<file path="src/rtl/lfsr_src_pkg.sv">
// Shared state encoding and default polynomial/seed constants for the
// LFSR operand-pair source.
package lfsr_src_pkg;

    typedef enum logic [0:0] {
        ST_IDLE = 1'b0,
        ST_RUN  = 1'b1
    } state_e;

    localparam logic [15:0] DEF_TAPS   = 16'hB400;  // x^16+x^14+x^13+x^11+1
    localparam logic [15:0] DEF_SEED_A = 16'hACE1;
    localparam logic [15:0] DEF_SEED_B = 16'h1D0F;

endpackage

</file>
<file path="src/rtl/galois_lfsr.sv">
// Right-shifting Galois LFSR with synchronous load; a zero load value is
// replaced by SEED so the register can never lock up at all-zeros.
module galois_lfsr
    import lfsr_src_pkg::*;
#(
    parameter int unsigned    W    = 16,
    parameter logic [W-1:0]   TAPS = W'(DEF_TAPS),
    parameter logic [W-1:0]   SEED = W'(DEF_SEED_A)
) (
    input  logic         clk,
    input  logic         rst_n,
    input  logic         step,
    input  logic         load,
    input  logic [W-1:0] load_val,
    output logic [W-1:0] state
);

    logic [W-1:0] state_q, state_d;

    always_comb begin
        state_d = state_q;
        if (load) begin
            state_d = (load_val == '0) ? SEED : load_val;
        end else if (step) begin
            state_d = (state_q >> 1) ^ (state_q[0] ? TAPS : '0);
        end
    end

    always_ff @(posedge clk or negedge rst_n) begin
        if (!rst_n) begin
            state_q <= SEED;
        end else begin
            state_q <= state_d;
        end
    end

    assign state = state_q;

endmodule

</file>
<file path="src/rtl/lfsr_pair_source.sv">
// Length-bounded, seedable pseudo-random operand-pair source (valid/ready).
// Optional runtime seed loading is enabled by defining LFSR_SRC_SEED_LOAD_EN.
//
// state   | meaning
// --------+-----------------------------------------------------------
// ST_IDLE | waiting for start; LFSRs hold; seeds may be loaded
// ST_RUN  | presenting pairs; remaining counts pairs still to transfer
module lfsr_pair_source
    import lfsr_src_pkg::*;
#(
    parameter int unsigned         WIDTH  = 8,
    parameter int unsigned         LFSR_W = 16,
    parameter logic [LFSR_W-1:0]   TAPS   = LFSR_W'(DEF_TAPS),
    parameter logic [LFSR_W-1:0]   SEED_A = LFSR_W'(DEF_SEED_A),
    parameter logic [LFSR_W-1:0]   SEED_B = LFSR_W'(DEF_SEED_B),
    parameter int unsigned         CNT_W  = 8
) (
    input  logic              clk,
    input  logic              rst_n,
    input  logic              start,
    input  logic [CNT_W-1:0]  count,
`ifdef LFSR_SRC_SEED_LOAD_EN
    input  logic              seed_load,
    input  logic [LFSR_W-1:0] seed_a,
    input  logic [LFSR_W-1:0] seed_b,
`endif
    output logic [WIDTH-1:0]  a_out,
    output logic [WIDTH-1:0]  b_out,
    output logic              valid,
    input  logic              ready,
    output logic              last,
    output logic              busy,
    output logic              done
);

    state_e             state_q, state_d;
    logic [CNT_W-1:0]   rem_q, rem_d;
    logic               done_q, done_d;
    logic               lfsr_step;
    logic               lfsr_load;
    logic [LFSR_W-1:0]  load_a, load_b;
    logic [LFSR_W-1:0]  lfsr_a, lfsr_b;

`ifdef LFSR_SRC_SEED_LOAD_EN
    assign lfsr_load = seed_load && (state_q == ST_IDLE);
    assign load_a    = seed_a;
    assign load_b    = seed_b;
`else
    assign lfsr_load = 1'b0;
    assign load_a    = '0;
    assign load_b    = '0;
`endif

    always_comb begin
        state_d   = state_q;
        rem_d     = rem_q;
        done_d    = 1'b0;
        lfsr_step = 1'b0;
        case (state_q)
            ST_IDLE: begin
                if (start) begin
                    if (count != '0) begin
                        state_d = ST_RUN;
                        rem_d   = count;
                    end else begin
                        done_d  = 1'b1;
                    end
                end
            end
            ST_RUN: begin
                if (ready) begin
                    lfsr_step = 1'b1;
                    rem_d     = rem_q - CNT_W'(1);
                    if (rem_q == CNT_W'(1)) begin
                        state_d = ST_IDLE;
                        done_d  = 1'b1;
                    end
                end
            end
            default: state_d = ST_IDLE;
        endcase
    end

    always_ff @(posedge clk or negedge rst_n) begin
        if (!rst_n) begin
            state_q <= ST_IDLE;
            rem_q   <= '0;
            done_q  <= 1'b0;
        end else begin
            state_q <= state_d;
            rem_q   <= rem_d;
            done_q  <= done_d;
        end
    end

    galois_lfsr #(.W(LFSR_W), .TAPS(TAPS), .SEED(SEED_A)) u_lfsr_a (
        .clk      (clk),
        .rst_n    (rst_n),
        .step     (lfsr_step),
        .load     (lfsr_load),
        .load_val (load_a),
        .state    (lfsr_a)
    );

    galois_lfsr #(.W(LFSR_W), .TAPS(TAPS), .SEED(SEED_B)) u_lfsr_b (
        .clk      (clk),
        .rst_n    (rst_n),
        .step     (lfsr_step),
        .load     (lfsr_load),
        .load_val (load_b),
        .state    (lfsr_b)
    );

    assign a_out = lfsr_a[WIDTH-1:0];
    assign b_out = lfsr_b[WIDTH-1:0];
    assign valid = (state_q == ST_RUN);
    assign busy  = (state_q == ST_RUN);
    assign last  = (state_q == ST_RUN) && (rem_q == CNT_W'(1));
    assign done  = done_q;

    // Upper LFSR bits feed the recurrence only; they are never presented.
    logic unused_hi;
    assign unused_hi = ^{lfsr_a[LFSR_W-1:WIDTH], lfsr_b[LFSR_W-1:WIDTH]};

endmodule

</file>
<file path="config.mk">
export PLATFORM = sky130hd
export DESIGN_NAME = lfsr_pair_source
export DESIGN_NICKNAME = d
export VERILOG_FILES = /design/src/rtl/lfsr_src_pkg.sv /design/src/rtl/galois_lfsr.sv /design/src/rtl/lfsr_pair_source.sv
export SDC_FILE = /design/constraint.sdc
export NUM_CORES = 1
export LEC_CHECK = 0
export CORE_UTILIZATION = 55
export DETAILED_ROUTE_END_ITERATION = 16
export PLACE_DENSITY = 0.81
export SETUP_SLACK_MARGIN = 0.5
export SLEW_MARGIN = 30
export SYNTH_ARGS = -nofsm -noshare
export SYNTH_HDL_FRONTEND = slang
export SYNTH_SLANG_ARGS = --single-unit
</file>
<file path="constraint.sdc">
create_clock -name clk -period 2.8 [get_ports clk]
set_clock_uncertainty 0.1 [all_clocks]
set_input_delay 0.56 -clock clk [delete_from_list [all_inputs] [get_ports clk]]
set_output_delay 0.56 -clock clk [all_outputs]
set_load 0.01 [all_outputs]
</file>
Yosys cells after proc, flatten, opt, wreduce, memory -nomap -nowiden --
Index checks and enable logic that the tools add are counted. W data, S select, Z words.
Cells by class: add/sub/neg operators 1, equality and inequality tests 4, multiplexer cells 18, bitwise gates (word level) 3, reduce and logical (&&, ||, !) cells 3
Operators by type and width (number):
- $mux W16 | 2
- $xor A15 B16 Y16 | 2
- $mux W8 | 3
- $pmux W8 S2 | 1
- $mux W1 | 10
- $eq A8 B1 Y1 const B | 1
- $reduce_bool A8 Y1 | 1
- $sub A8 B1 Y8 const B | 1
- $ne A2 B2 Y1 const B | 3
- $pmux W1 S2 | 2
- $reduce_and A3 Y1 | 1
- $logic_and A1 B1 Y1 | 1
- $not A1 Y1 | 1
Storage, ports and cells: bits in registers 42, input port bits 12, output and inout port bits 20

Longest topological paths before layout --
depth in word-level cells 4, gate-level depth with buffers 6, gate-level depth less buffers 6

By module --
From an unflattened synthesis, not the netlist that was laid out.
Second synthesis, totals: cell total of the unflattened synthesis 212, area, all modules 2327.2 sq um
Modules (own cells, without submodules):
- galois_lfsr | instances 2, cells each 71, area each 837.1 sq um, sequential area each 410.4 sq um
- lfsr_pair_source | instances 1, cells each 70, area each 653.1 sq um, sequential area each 250.2 sq um

Worst setup path before layout --
OpenSTA, ideal clock, no wires.
kind register -> output, start register rem_q[3], end output last, data arrival time 1.098 ns, data required time 2.140 ns, path slack 1.042 ns, stages on the path, launching flop included 4, cell sequence dfrtp_1 nor4_1 and3_1 and2_1
On the way: longest elaborated chain between the ends 2
Ends and longest elaborated chain:
- start, declared | line lfsr_pair_source.sv:37 | logic [CNT_W-1:0] rem_q, rem_d;
- start signal, assigned | line lfsr_pair_source.sv:91 | rem_q <= rem_d;
- $eq A8 B1 Y1 | line lfsr_pair_source.sv:118 | assign last = (state_q == ST_RUN) && (rem_q == CNT_W'(1));
- $logic_and A1 B1 Y1 | line lfsr_pair_source.sv:118
- end, declared | line lfsr_pair_source.sv:31 | output logic last,
No other way between the ends.

Final worst setup path --
Same ends and word-level chain as after synthesis.

==> summary.md <==
| Metric | Value |
|---|---|
| H-tree levels | `2` |
| Placement-stage worst setup slack | `0.378 ns` |
| Setup crit end kind | `output pin` |
| Overall die area | `3940 um2` |
| CP Data Required Time | `2.14 ns` |
| PD cells | `662 nW/um2` |
| FFs w/ async S/R, synth | `100%` |
| Max-cap violation count | `0` |
| Area of the core | `3440 um2` |
| Max Fclk | `454 MHz` |
| Max-slew violation count | `0` |
| DRT Wirelength | `3530 um` |
| Final routed wire length divided by cell count | `14.5 um` |
| Cell area reported after detailed placement | `2230 um2` |
| Synthesized instance count | `171` |
| Final total power | `1600 uW` |
| Status | `completed` |
| Fin. Hold Viols | `0` |
| Count of filler cells inserted in the layout | `245` |
| Crit path setup slack, layout | `0.599 ns` |
| Number of detailed-routing iterations run before antenna repair | `4` |
| Top-Level Pins | `32` |
| Width of the die | `62.7 um` |
| Worst-skew pair later-pin latency | `0.29 ns` |
| Number of antenna violations at the first check in global routing | `0` |
| Initial DRC count | `81` |
| Number of enable-type register cells in the synthesized netlist | `0` |
| Inserted Clock Buffers | `5` |
| Global-route usage over all layers | `19.8%` |
| Total number of placement rows | `21` |
| Number of nets in the layout | `211` |
| Number of nets with antenna violations after routing | `0` |
| Worst Setup Start Kind | `register` |
| # DRC | `0` |
| Wire length of the first global-routing pass | `5950 um` |
| Clock root buffer master | `sky130_fd_sc_hd__clkbuf_8` |
| Initial cell density of the core | `59.0%` |
| Share of the yosys chip area belonging to registers | `52.8%` |
| Final weighted congestion of routability-driven global placement | `0.826` |
| Number of hold buffers added after cts | `0` |
| Final std cell area, no fill | `2410 um2` |
| Buffers on Ports | `31` |
| Largest net degree at the start of global routing | `43` |
| Placed Instances | `225` |
| Vias per std cell | `5.48` |
| Peak ir drop on the vdd network | `0.000583 V` |
| Commonest cells after routing, fill and taps aside | `29 x sky130_fd_sc_hd__clkdlybuf4s50_1, 26 x sky130_fd_sc_hd__mux2_2, 24 x sky130_fd_sc_hd__dfrtp_1` |
| Via count of the first global-routing pass | `1,337` |
| Deepest clock path buffer count | `2` |
| Hold crit path type | `in -> async` |
| Synth Flop Type | `sky130_fd_sc_hd__dfrtp_1` |
| Worst max-slew margin expressed relative to the limit | `66.2%` |
| Synthesized area per cell | `11.9 um2` |
| Number of standard cells in the final layout excluding fillers | `244` |
| Antenna cells | `0` |
| Largest fanout on the critical path | `5` |
| Final worst-path cycle share | `78.6%` |
| Netlist area before placement | `2030 um2` |
| Share of layout cells above drive strength 1 | `35.9%` |
| Remaining global-route overflow | `0` |
| Clock Sinks | `42` |
| Actual transition at the worst max-transition pin | `0.507 ns` |
| Area added between synthesis and finish | `19.0%` |
| TritonCTS clock tree | `done` |
| Leakage power total | `0.00105 uW` |
| Final setup vio count | `0` |
| Final TNS setup | `0 ns` |
| Ys Warns | `0` |
| Half-perimeter wire length after placement | `2270 um` |
| CP arrival | `1.54 ns` |
| Distinct cell type count of the synthesized netlist | `32` |
| Floorplan die height | `62.7 um` |
| Path type of the worst setup path | `reg -> out` |
| Register clock-pin slew on the reported worst setup and hold paths | `0.07 ns` |
| Total nets after synthesis | `185` |
| Most common cell after layout, fill and taps aside | `sky130_fd_sc_hd__clkdlybuf4s50_1` |
| Synth Register Bits | `42` |
| Setup repair after global routing missed its margin | `false` |
| Detailed-route via count | `1,337` |
| Clock period minus worst slack | `2.20 ns` |
flip-flops by register name, summed over array words and instances, names as in the netlist:
| name | cells |
|---|---|
| u_lfsr_a.state | 16 |
| rem_q | 8 |
| busy | 1 |
| u_lfsr_b.state | 16 |
| done | 1 |
Yosys cell counts, types with 3 or more instances:
cell type,number,area (um2)
sky130_fd_sc_hd__nand2_1,14,52.6
sky130_fd_sc_hd__o21ai_0,8,40.0
sky130_fd_sc_hd__dfrtp_1,26,651
sky130_fd_sc_hd__xnor2_1,6,52.6
sky130_fd_sc_hd__a31oi_1,4,25.0
sky130_fd_sc_hd__buf_4,17,128
sky130_fd_sc_hd__a21oi_1,3,15.0
sky130_fd_sc_hd__dfstp_2,16,420
sky130_fd_sc_hd__buf_2,4,20.0
sky130_fd_sc_hd__nor3_1,3,15.0
sky130_fd_sc_hd__nor2_1,7,26.3
sky130_fd_sc_hd__mux2_2,26,293
sky130_fd_sc_hd__mux2i_1,3,30.0
sky130_fd_sc_hd__nor4_1,4,25.0
sky130_fd_sc_hd__o22a_1,3,26.3
sky130_fd_sc_hd__nand3_1,3,15.0
sky130_fd_sc_hd__inv_1,4,15.0
layer usage:
metal  share of wire (%)  global-route usage [%]  up-vias
li1                    -                       -      628
met1                  41                    22.3      664
met2                  52                    34.1       37
met3                 4.6                    6.39        8
met4                 1.7                    8.72        0
met5                   0                       0        -
final timing paths:
kind	from	to	slack, ns	cells past startpoint
hold reg to reg	u_lfsr_b.state[12]$_DFFE_PN1P_	u_lfsr_b.state[12]$_DFFE_PN1P_	0.38	2
min in group clk	u_lfsr_b.state[12]$_DFFE_PN1P_	u_lfsr_b.state[12]$_DFFE_PN1P_	0.38	2
setup reg to reg	rem_q[4]$_DFFE_PN0P_	rem_q[7]$_DFFE_PN0P_	0.72	12
hold / removal	rst_n	u_lfsr_a.state[8]$_DFFE_PN0P_	0.14	1
max in group asynchronous	rst_n	rem_q[3]$_DFFE_PN0P_	2.08	1
setup / recovery	rem_q[3]$_DFFE_PN0P_	last	0.60	4
worst max-delay path: stages (launching register included):
cell	delay [ns]
sky130_fd_sc_hd__dfrtp_2	0.46
sky130_fd_sc_hd__nor4_4	0.32
sky130_fd_sc_hd__and3_4	0.23
sky130_fd_sc_hd__and2_1	0.12
sky130_fd_sc_hd__clkbuf_2	0.13
metrics by stage:
step | hold WS [ns] | util, %
after detailed placement | 0.370 | 64.8
after floorplan | 0.164 | -
after global placement | 0.359 | 64.8
after CTS | 0.313 | 69.5
final | 0.137 | 70.2
after global routing | 0.168 | 70.2
power by group:
part / total, uW / switching, uW / internal, uW
Sequential: 761 / 96.9 / 664
Clock: 368 / 195 / 173
Combinational: 468 / 215 / 253
Total: 1600 / 508 / 1090
area by class of cell:
class,count,area [um2],area share [%]
tap,46,57.6,2.38
clock buffer,6,72.6,3.01
multi-input combinational,100,786,32.5
sequential,42,1070,44.5
timing repair buffer,44,400,16.6
clock inverter,2,10.0,0.415
inverter,4,15.0,0.622
cell families after synthesis:
| group | synth area share, % |
|---|---|
| flops | 52.8 |
| simple gates | 8.94 |
| fa+ha+maj | 1.23 |
| mux | 15.9 |
| xor+xnor | 2.59 |
| buf+inv | 9.49 |
| compound gates | 9.06 |
repair_timing:
item | 4_1_cts | 5_1_grt
endpoints found under the setup margin | 3 | 1
setup buffers | 10 | 1
resized for setup | 3 | 5
pin swaps | 2 | 2
(Power assumes the default switching activity.)
